--- src/rtl/job_dispatch_pkg.sv ---
// Shared types and parameter defaults for the job dispatcher.
// Combinational only: no latency, no flow control.
package job_dispatch_pkg;

  typedef enum logic [1:0] {
    S_IDLE   = 2'd0,
    S_ISSUE  = 2'd1,
    S_WAIT   = 2'd2,
    S_REPORT = 2'd3
  } state_t;

  localparam int TAG_W_DEF          = 4;
  localparam int FIFO_DEPTH_DEF     = 4;
  localparam int TIMEOUT_CYCLES_DEF = 16;

endpackage

--- src/rtl/job_fifo.sv ---
// Pending-job queue: in-order, power-of-two depth, synchronous reset.
// Latency: head visible one cycle after push; backpressure: push ignored while full.
module job_fifo #(
  parameter int WIDTH = 4,
  parameter int DEPTH = 4
) (
  input  logic             clk,
  input  logic             reset,
  input  logic             push,
  input  logic [WIDTH-1:0] push_data,
  input  logic             pop,
  output logic [WIDTH-1:0] pop_data,
  output logic             full,
  output logic             empty
);

  localparam int AW = (DEPTH > 1) ? $clog2(DEPTH) : 1;
  localparam logic [AW:0] PTR_ONE = 1;

  logic [WIDTH-1:0] mem [DEPTH];
  logic [AW:0]      wr_ptr;
  logic [AW:0]      rd_ptr;
  logic             do_push;
  logic             do_pop;

  assign do_push  = push && !full;
  assign do_pop   = pop && !empty;
  // Extra pointer bit distinguishes full from empty when the indices match.
  assign empty    = (wr_ptr == rd_ptr);
  assign full     = (wr_ptr[AW-1:0] == rd_ptr[AW-1:0]) && (wr_ptr[AW] != rd_ptr[AW]);
  assign pop_data = mem[rd_ptr[AW-1:0]];

  always_ff @(posedge clk) begin
    if (reset) begin
      wr_ptr <= '0;
      rd_ptr <= '0;
    end else begin
      if (do_push) wr_ptr <= wr_ptr + PTR_ONE;
      if (do_pop)  rd_ptr <= rd_ptr + PTR_ONE;
    end
  end

  always_ff @(posedge clk) begin
    if (do_push) mem[wr_ptr[AW-1:0]] <= push_data;
  end

endmodule

--- src/rtl/job_dispatcher.sv ---
// Queues tagged jobs, launches one at a time to a worker, reports completion or timeout.
// Latency: accept->start 2 cycles, done->rsp 1 cycle; backpressure: req_ready low while queue full.
module job_dispatcher
  import job_dispatch_pkg::*;
#(
  parameter int TAG_W          = TAG_W_DEF,
  parameter int FIFO_DEPTH     = FIFO_DEPTH_DEF,
  parameter int TIMEOUT_CYCLES = TIMEOUT_CYCLES_DEF
) (
  input  logic             clk,
  input  logic             reset,
  input  logic             req_valid,
  input  logic [TAG_W-1:0] req_tag,
  output logic             req_ready,
  output logic             start,
  input  logic             done,
  output logic             rsp_valid,
  output logic [TAG_W-1:0] rsp_tag,
  output logic             rsp_timeout,
  output logic             busy,
  output logic [7:0]       jobs_done,
  output logic             err_stray
);

  localparam int TMR_W = (TIMEOUT_CYCLES > 1) ? $clog2(TIMEOUT_CYCLES) : 1;
  localparam logic [TMR_W-1:0] TIMER_MAX = TMR_W'(TIMEOUT_CYCLES - 1);
  localparam logic [TMR_W-1:0] TIMER_ONE = 1;

  typedef struct packed {
    logic             timeout;
    logic [TAG_W-1:0] tag;
  } rsp_t;

  state_t           state;
  state_t           state_nxt;
  logic [TMR_W-1:0] timer;
  rsp_t             rsp_q;
  logic             fifo_pop;
  logic             fifo_full;
  logic             fifo_empty;
  logic [TAG_W-1:0] fifo_head;
  logic             expired;

  job_fifo #(
    .WIDTH (TAG_W),
    .DEPTH (FIFO_DEPTH)
  ) u_fifo (
    .clk       (clk),
    .reset     (reset),
    .push      (req_valid),
    .push_data (req_tag),
    .pop       (fifo_pop),
    .pop_data  (fifo_head),
    .full      (fifo_full),
    .empty     (fifo_empty)
  );

  assign expired = (timer == TIMER_MAX);

  always_comb begin
    state_nxt = state;
    fifo_pop  = 1'b0;
    case (state)
      S_IDLE: begin
        if (!fifo_empty) begin
          fifo_pop  = 1'b1;
          state_nxt = S_ISSUE;
        end
      end
      S_ISSUE:  state_nxt = S_WAIT;
      S_WAIT:   if (done || expired) state_nxt = S_REPORT;
      S_REPORT: state_nxt = S_IDLE;
      default:  state_nxt = S_IDLE;
    endcase
  end

  always_ff @(posedge clk) begin
    if (reset) begin
      state <= S_IDLE;
    end else begin
      state <= state_nxt;
    end
  end

  // Timer only advances below TIMER_MAX, so it can never wrap.
  always_ff @(posedge clk) begin
    if (reset) begin
      timer <= '0;
    end else if (state == S_ISSUE) begin
      timer <= '0;
    end else if (state == S_WAIT && !done && !expired) begin
      timer <= timer + TIMER_ONE;
    end
  end

  // A done coinciding with expiry counts as a completion, not a timeout.
  always_ff @(posedge clk) begin
    if (reset) begin
      rsp_q <= '0;
    end else begin
      if (fifo_pop) rsp_q.tag <= fifo_head;
      if (state == S_WAIT) begin
        if (done)         rsp_q.timeout <= 1'b0;
        else if (expired) rsp_q.timeout <= 1'b1;
      end
    end
  end

  always_ff @(posedge clk) begin
    if (reset) begin
      jobs_done <= 8'd0;
      err_stray <= 1'b0;
    end else begin
      if (state == S_REPORT && !rsp_q.timeout) jobs_done <= jobs_done + 8'd1;
      if (done && state != S_WAIT) err_stray <= 1'b1;
    end
  end

  assign req_ready   = !fifo_full;
  assign start       = (state == S_ISSUE);
  assign rsp_valid   = (state == S_REPORT);
  assign rsp_tag     = rsp_q.tag;
  assign rsp_timeout = rsp_q.timeout;
  assign busy        = (state != S_IDLE);

endmodule

--- config.mk ---
export PLATFORM = sky130hd
export DESIGN_NAME = job_dispatcher
export DESIGN_NICKNAME = d
export VERILOG_FILES = /design/src/rtl/job_dispatch_pkg.sv /design/src/rtl/job_fifo.sv /design/src/rtl/job_dispatcher.sv
export SDC_FILE = /design/constraint.sdc
export NUM_CORES = 1
export LEC_CHECK = 0
export CAP_MARGIN = 20
export CORE_ASPECT_RATIO = 0.6
export CORE_MARGIN = 5
export CORE_UTILIZATION = 45
export DETAILED_ROUTE_END_ITERATION = 16
export MAX_ROUTING_LAYER = met4
export PLACE_DENSITY = 0.71
export SLEW_MARGIN = 5
export SYNTH_ARGS = -nofsm -noshare
export SYNTH_HDL_FRONTEND = slang
export SYNTH_HIERARCHICAL = 1
export SYNTH_SLANG_ARGS = --single-unit
--- constraint.sdc ---
create_clock -name clk -period 5 [get_ports clk]
set_input_delay 0.75 -clock clk [delete_from_list [all_inputs] [get_ports clk]]
set_output_delay 0.75 -clock clk [all_outputs]
set_load 0.01 [all_outputs]
==> run metrics, run 1 <==
status=finished, final reports clean; biggest area consumer among synthesized cells=dfxtp_1; vias in the first global route=1385; ys flop type=dfxtp_1; Max Fanout on Critical Path=8; Final Max Slew Viols=0; initial antenna violation count=0; number of max-cap violations=0; Synth Instances=196; RSZ-0062 raised after global routing=false; Slew @ Worst Pin=0.8378 ns; cell area after layout=2545 um^2; gr usage total=13.86%; die height=63.38 um; Netlist cell types=42; via density per instance=5.398; die width=98.97 um; Die Area=6272 um^2; FF+latch count, synth=44; later-pin clock latency in the skew report=0.29 ns; Initial DRC Count=99; Buf/Inv on CP=2; Cell Area, Placed=2414 um^2; cts hold-fix bufs=0; Yosys top cell area share=26.23%; via count=1533; crit path time final=2.757 ns; CP Launch Type=flip-flop; Setup TNS Final=0 ns; total global routing overflow=0; total clock sinks=44; FF-to-FF setup slack=2.35 ns; Post-Syn Nets=216; first-pass GRT wire length=6810 um; ratio of cells with drive above 1 in the final layout=7.692%; worst hold path type=flip-flop to flip-flop; Ant. Diodes=0; routability cong.=0.8418; DP HPWL=3066 um; cells resized by post-CTS repair=0; Post-CTS Setup Inserts=0; post-synthesis sequential area ratio=48.71%; clock root buffer=clkbuf_8; min-delay src=err_stray; standard-cell rows=19; WL final=4181 um; TritonRoute pass-1 iters=4; CTS Buf Count=5; post-DR wirelength/cell=14.72 um; Initial Utilization=46.58%; hold endpoint=err_stray; final hold slack=0.4779 ns; CP cell instances=xor2_1, nor3_1, inv_1, clkdlybuf4s50_1; critical path endpoint category=output port; VDD IR-drop max=0.1467 mV; Leak Pwr=0.8860 nW; final setup vio count=0; Final Cycle Share=55.14%; Critical Path AT=2.01 ns; Max transition margin=44.03%; max incr delay on CP=0.53 ns; num ports=26; synth top area cells=dfxtp_1 26%, edfxtp_1 22%, ha_1 7.0%; Clock Skew=0.01010 ns; fin nets=240; H-tree depth=2; Clock transition at path regs=0.09 ns; final hold vios=0; Post-synth EDFFs=16; synthesized area=2137 um^2; Crit Path Category=flip-flop to output port; CP max-delay cell=clkdlybuf4s50_1; DRT antenna net count=0; Synth top cells by count=28 x dfxtp_1, 16 x edfxtp_1, 12 x ha_1, 12 x inv_1, 11 x a21oi_1; CTS tree=done; PwrDens=410.5 nW/um^2; most frequent cell after synthesis=dfxtp_1; r2r endpoint=u_fifo/rd_ptr[2]; Syn Area/Cell=10.90 um^2; Top delay family on crit path=buffers and inverters; Area growth syn-to-layout=19.09%; CORE AREA=4588 um^2; drt drc=0; ys async rst share=0%; I/O Buffers=25; Worst Path Required=4.25 ns; maximum clock rate=0.3627 GHz; largest net degree at the start of global routing=32; Clock Path Buffers=2; R2R cell count=6; Power, Total=1.045 mW; Ys Warns=6; Min-Delay Path Depth=2; worst reg2reg path startpoint=u_fifo/wr_ptr[0]
## layer usage
layer / wire (um) / global-route usage, % / vias up
met1: 2237 / 20.81 / 727
met2: 1711 / 18.06 / 37
met4: 35 / 3.578 / 0
li1: - / - / 764
met3: 197 / 3.859 / 5
met5: 0 / - / -
## how the worst max path moves through the flow
stage	from	endpoint	slack, ns	cells past startpoint
after CTS	u_fifo/wr_ptr[0]	req_ready	2.26	4
after floorplan	u_fifo/wr_ptr[0]	u_fifo/rd_ptr[2]	2.92	7
after global routing	u_fifo/wr_ptr[0]	req_ready	2.12	4
after global placement	reset	timer[2]	2.39	3
after detailed placement	reset	timer[2]	2.31	3
final	u_fifo/wr_ptr[0]	req_ready	2.24	4
## cells in the final DEF, fill, tap and decap left out, drive strengths merged, types with 5 or more instances in the layout
cell and count:
nor3b 5, dfxtp 28, nand2 6, nor2 10
inv 12, mux2i 6, clkdlybuf4s50 25, ha 12
a21oi 11, nand3 8, nand4 7, edfxtp 16
o21ai 9, xor2 5, clkbuf 7
## registers in the layout (all words and copies together) (netlist names), named ones only
register       cells
u_fifo/mem        16
jobs_done          8
rsp_tag            4
timer              4
u_fifo/rd_ptr      3
u_fifo/wr_ptr      3
state              2
err_stray          1
rsp_timeout        1
## per-stage QoR
stage	utilization [%]	setup slack (ns)	cells
global placement	52.60	2.385	275
floorplan	-	2.924	196
CTS	55.14	2.258	283
global route	55.47	2.117	284
finish	55.47	2.243	284
detailed placement	52.60	2.312	275
## worst reg2reg max path: stages (launching register included)
cell and delay (ns):
dfxtp_1 0.50, xor2_1 0.51, nor3_1 0.14, nor2b_1 0.68
nand2_1 0.18, or4_1 0.42, a31oi_1 0.16
## logic make-up (layout without fill, tap and decap cells)
| logic type | after synthesis | in the layout | synth area share, % |
|---|---|---|---|
| compound gates | 38 | 38 | 11.30 |
| xor+xnor | 8 | 8 | 4.157 |
| fa+ha+maj | 12 | 12 | 7.026 |
| buf+inv | 21 | 46 | 4.567 |
| flops | 44 | 44 | 48.71 |
| mux | 10 | 10 | 7.026 |
| simple gates | 63 | 63 | 17.21 |
## where the power goes
| group | switching (mW) | leakage [nW] | internal, mW |
|---|---|---|---|
| registers | 0.0454 | 0.375 | 0.414 |
| clock network | 0.119 | 0.0596 | 0.143 |
| logic | 0.169 | 0.452 | 0.153 |
| total | 0.334 | 0.886 | 0.711 |
## final cells by class
class | instances | area [um^2]
clock buffer | 7 | 107.6
inverter | 12 | 45.04
clock inverter | 1 | 8.758
multi-input combinational | 131 | 998.5
timing repair buffer | 26 | 265.3
fill | 406 | 2043
sequential | 44 | 1041
tap | 63 | 78.83
(Power assumes the default switching activity.)
==> run 2, diff against run 1 <==
PLACE_DENSITY = 0.73   (was 0.71)
clock period = 2.4 ns   (was 5 ns; I/O delays follow)
==> run 2 against run 1 <==
  * Via count fell by 0.39%
  * Clock-buffer cell count did not move
  * Worst hold slack got worse by 0.0024 ns
  * Cell count rose by 2.5%
  * Die area did not move
  * Largest cell class unchanged
  * Sequential power rose by 110%
  * Clock power rose by 110%
  * Wire length fell by 4.2%
  * Register-to-register slack got worse by 1.9 ns
  * Combinational power rose by 130%
  * Critical path depth did not move
==> run metrics, run 2 (synthesis results as in run 1) <==
status=finished, final reports clean; Worst Path Required=2.04 ns; I/O Buffers=25; CTS tree=done; fill count=392; final hold slack=0.4755 ns; drt drc=0; Final Cycle Share=92.32%; post-DR wirelength/cell=13.76 um; CP Launch Type=flip-flop; flip-flop count of the largest register after layout=16; routability cong.=0.7866; CORE AREA=4588 um^2; H-tree depth=2; CP max-delay cell=clkdlybuf4s50_1; VDD IR-drop max=0.3391 mV; DP HPWL=3030 um; WL final=4004 um; Max transition margin=69.04%; cts hold-fix bufs=0; final setup vio count=0; worst hold path type=flip-flop to flip-flop; Clock Path Buffers=2; via count=1527; FF-to-FF setup slack=0.48 ns; Initial Utilization=46.58%; Clock Skew=0.006839 ns; die width=98.97 um; Final Max Slew Viols=0; Critical Path AT=1.86 ns; first-pass GRT wire length=6437 um; most frequent cells in the layout=28 x dfxtp_1, 25 x clkdlybuf4s50_1, 16 x edfxtp_1, 12 x inv_1, 12 x ha_1; total global routing overflow=0; Ant. Diodes=0; maximum clock rate=0.4513 GHz; later-pin clock latency in the skew report=0.29 ns; die height=63.38 um; Leak Pwr=0.9190 nW; Max Fanout on Critical Path=8; fin nets=247; Crit Path Category=flip-flop to output port; CP cell instances=xor2_2, nor3_1, inv_1, clkdlybuf4s50_1; largest net degree at the start of global routing=20; final hold vios=0; gr usage total=13.49%; crit path time final=2.216 ns; CTS Buf Count=5; standard-cell rows=19; Area growth syn-to-layout=21.55%; total clock sinks=44; Slew @ Worst Pin=0.4630 ns; most common library cell in the layout ignoring fill and taps=dfxtp_1; critical path endpoint category=output port; number of max-cap violations=0; vias in the first global route=1316; RSZ-0062 raised after global routing=false; max incr delay on CP=0.53 ns; TritonRoute pass-1 iters=5; footprint of the multi-input gates=1006 um^2; Initial DRC Count=112; num ports=26; initial antenna violation count=0; clock root buffer=clkbuf_8; Clock transition at path regs=0.07 ns; FF/Latch Area=1041 um^2; Setup TNS Final=0 ns; via density per instance=5.247; Die Area=6272 um^2; ratio of cells with drive above 1 in the final layout=10.96%; DRT antenna net count=0; PwrDens=855.4 nW/um^2
run 2: changes by cell type in the layout (fill, tap and decap cells not counted), sizes merged:
cell	change
buf	+7
run 2: power breakdown:
| part | total (mW) | internal [mW] | switching, mW |
|---|---|---|---|
| clock | 0.545 | 0.298 | 0.247 |
| combinational | 0.732 | 0.360 | 0.372 |
| sequential | 0.945 | 0.863 | 0.0816 |
run 2: worst max-delay path: cells and delay by family (launching register included):
family        cells  cell delay [ns]
buf+inv           2             0.60
flops             1             0.51
xor+xnor          1             0.36
simple gates      1             0.10
run 2: per-stage QoR:
stage	util, %	setup WS, ns	instance area [um^2]	total power [mW]	instances
finish	56.61	0.1843	2597	2.222	291
global route	56.61	0.08001	2597	2.363	291
CTS	56.45	0.03351	2590	2.239	291
detailed placement	53.91	0.3598	2474	1.686	283
global placement	53.91	0.3921	2474	1.674	283
floorplan	-	0.3235	2137	1.425	196
run 2: timing repair:
item / in CTS / in global routing
buffers inserted: 0 / 0
endpoints found under the setup margin: 0 / 1
gates resized for setup: 0 / 1
run 2: cell type report:
cell class              count  share of cell area [%]
clock buffers               7                   4.143
well taps                  63                   3.035
repair buffers             33                   11.95
inverters                  12                   1.734
clock inverters             1                  0.3372
flip-flops and latches     44                   40.08
multi-input cells         131                   38.73
run 2: routing by layer:
metal	GRT usage [%]	wire length, um
met5	-	0
met1	19.94	2112
met4	5.622	42
met3	3.308	266
met2	17.22	1582
run 2: worst paths after layout:
kind         cells after the start          endpoint        startpoint
max                              4         req_ready  u_fifo/wr_ptr[0]
min reg2reg                      2         err_stray         err_stray
max reg2reg                      7  u_fifo/rd_ptr[0]  u_fifo/wr_ptr[0]
min                              2         err_stray         err_stray
==> run 3, diff against run 2 <==
DONT_BUFFER_PORTS = 1   (was default)
PLACE_DENSITY = 0.66   (was 0.73)
==> run 3 against run 2 <==
  * Critical path type is now flip-flop to flip-flop
  * Sequential share of layout area increased by 5.8 points
  * Critical path depth up 2
  * Register-to-register slack got worse by 0.03 ns
  * Fmax rose by 14%
==> run metrics, run 3 (synthesis results as in run 1) <==
largest net degree at the start of global routing=32; post-DR wirelength/cell=16.29 um; DP HPWL=3144 um; CORE AREA=4588 um^2; Gate power share=28.2%; FF/Latch Area=1041 um^2; Ant. Diodes=0; VDD IR-drop max=0.3313 mV; Clock transition at path regs=0.08 ns; maximum clock rate=0.5140 GHz; fill count=394; CP max-delay cell=dfxtp_1; Max Fanout on Critical Path=8; Max transition margin=60.68%; met3 wire len=319 um; Worst Path Required=2.61 ns; Clock Skew=0.009091 ns; total clock sinks=44; met1 WL=2013 um; CTS tree=done; routability cong.=0.7862; Initial DRC Count=91; initial antenna violation count=0; gr usage total=15.08%; TritonRoute pass-1 iters=4; Reg power frac=49.3%; num ports=26; most common library cell in the layout ignoring fill and taps=dfxtp_1; crit path time final=1.945 ns; Clock Path Buffers=2; Critical Path AT=2.15 ns; via count=1456; DRT antenna net count=0; Crit Path Category=flip-flop to flip-flop; CTS Buf Count=5; I/O Buffers=0; Sw Share=33.95%; Clk pwr share=22.5%; final setup vio count=0; Setup TNS Final=0 ns; Slew @ Worst Pin=0.5856 ns; worst hold path type=input pin to flip-flop; die width=98.97 um; RSZ-0062 raised after global routing=false; footprint of the multi-input gates=1006 um^2; standard-cell rows=19; CP Launch Type=flip-flop; Top delay family on crit path=simple AND/OR/NAND/NOR gates; via density per instance=5.600; Top Metal Used=met4; Final Max Slew Viols=0; Leak Pwr=0.7801 nW; H-tree depth=2; total global routing overflow=0; Buf/Inv on CP=0; flip-flop count of the largest register after layout=16; later-pin clock latency in the skew report=0.29 ns; WL final=4236 um; cts hold-fix bufs=0; Final Cycle Share=81.06%; CP cell instances=xor2_2, nor3_1, nor2b_1, nand2_1, or4_1, a31oi_1; status=finished, final reports clean; Switch Pwr=673.1 uW; Pint=1.309 mW; Die Area=6272 um^2; pre-CTS setup slack=0.3581 ns; final hold vios=0; DP Cell Count=252; fin cells=260; Final WS setup=0.4545 ns; ratio of cells with drive above 1 in the final layout=9.137%; clock root buffer=clkbuf_8; most frequent cells in the layout=28 x dfxtp_1, 16 x edfxtp_1, 12 x inv_1, 12 x ha_1, 11 x a21oi_1; fin nets=216; Area growth syn-to-layout=6.265%; routed wl met2=1870 um; Initial Utilization=46.58%; max incr delay on CP=0.52 ns; critical path endpoint category=flip-flop; PwrDens=873.0 nW/um^2; number of max-cap violations=0; drt drc=0; die height=63.38 um; vias in the first global route=1476; first-pass GRT wire length=7203 um
[run 3: cell count changes in the layout (fill, tap and decap cells not counted)]
| cell | change |
|---|---|
| clkbuf_16 | -1 |
| clkinvlp_4 | +1 |
| clkinv_2 | +1 |
| clkbuf_1 | +1 |
| clkdlybuf4s50_1 | -25 |
| buf_4 | -6 |
| clkbuf_8 | -1 |
| clkinv_4 | -1 |
[run 3: path summary, 6_finish.rpt]
kind                                        from                to  slack (ns)  cells after the start
worst min-delay path                       reset      jobs_done[4]        0.13                      1
worst max register to register  u_fifo/wr_ptr[0]  u_fifo/rd_ptr[2]        0.45                      6
worst max-delay path            u_fifo/wr_ptr[0]  u_fifo/rd_ptr[2]        0.45                      6
worst min register to register          timer[2]          timer[2]        0.51                      1
[run 3: per-stage QoR]
step / cell area, um^2 / util [%] / power, mW / hold WS [ns]
after floorplan: 2137 / - / 1.425 / 0.4508
after global placement: 2178 / 47.48 / 1.516 / 0.4389
after detailed placement: 2178 / 47.48 / 1.552 / 0.4394
after CTS: 2263 / 49.33 / 1.995 / 0.1229
after global routing: 2271 / 49.50 / 2.135 / 0.1039
final: 2271 / 49.50 / 1.983 / 0.1303
[run 3: routing by layer]
| layer | GRT usage, % | vias up |
|---|---|---|
| met5 | - | - |
| met4 | 4.089 | 0 |
| met3 | 6.064 | 2 |
| met2 | 21.99 | 39 |
| met1 | 19.44 | 694 |
| li1 | - | 721 |
[run 3: final cells by class]
cell class | count | share of cell area, %
flip-flops and latches | 44 | 45.84
clock inverters | 2 | 0.5510
clock buffers | 6 | 3.196
repair buffers | 2 | 0.6612
well taps | 63 | 3.471
multi-input cells | 131 | 44.30
inverters | 12 | 1.983
[run 3: timing repair]
item	4_1_cts	5_1_grt
setup endpoints to repair	0	2
setup buffers	0	0
resized for setup	0	1
[run 3: power groups by stage]
stage          Sequential (mW)  Clock, mW  Combinational, mW
3_3_place_gp             0.985          0              0.531
6_report                 0.977      0.446              0.559
4_1_cts                  0.977      0.458              0.561
5_1_grt                  0.996      0.506              0.633
2_1_floorplan            0.954          0              0.472
3_5_place_dp             0.994          0              0.558
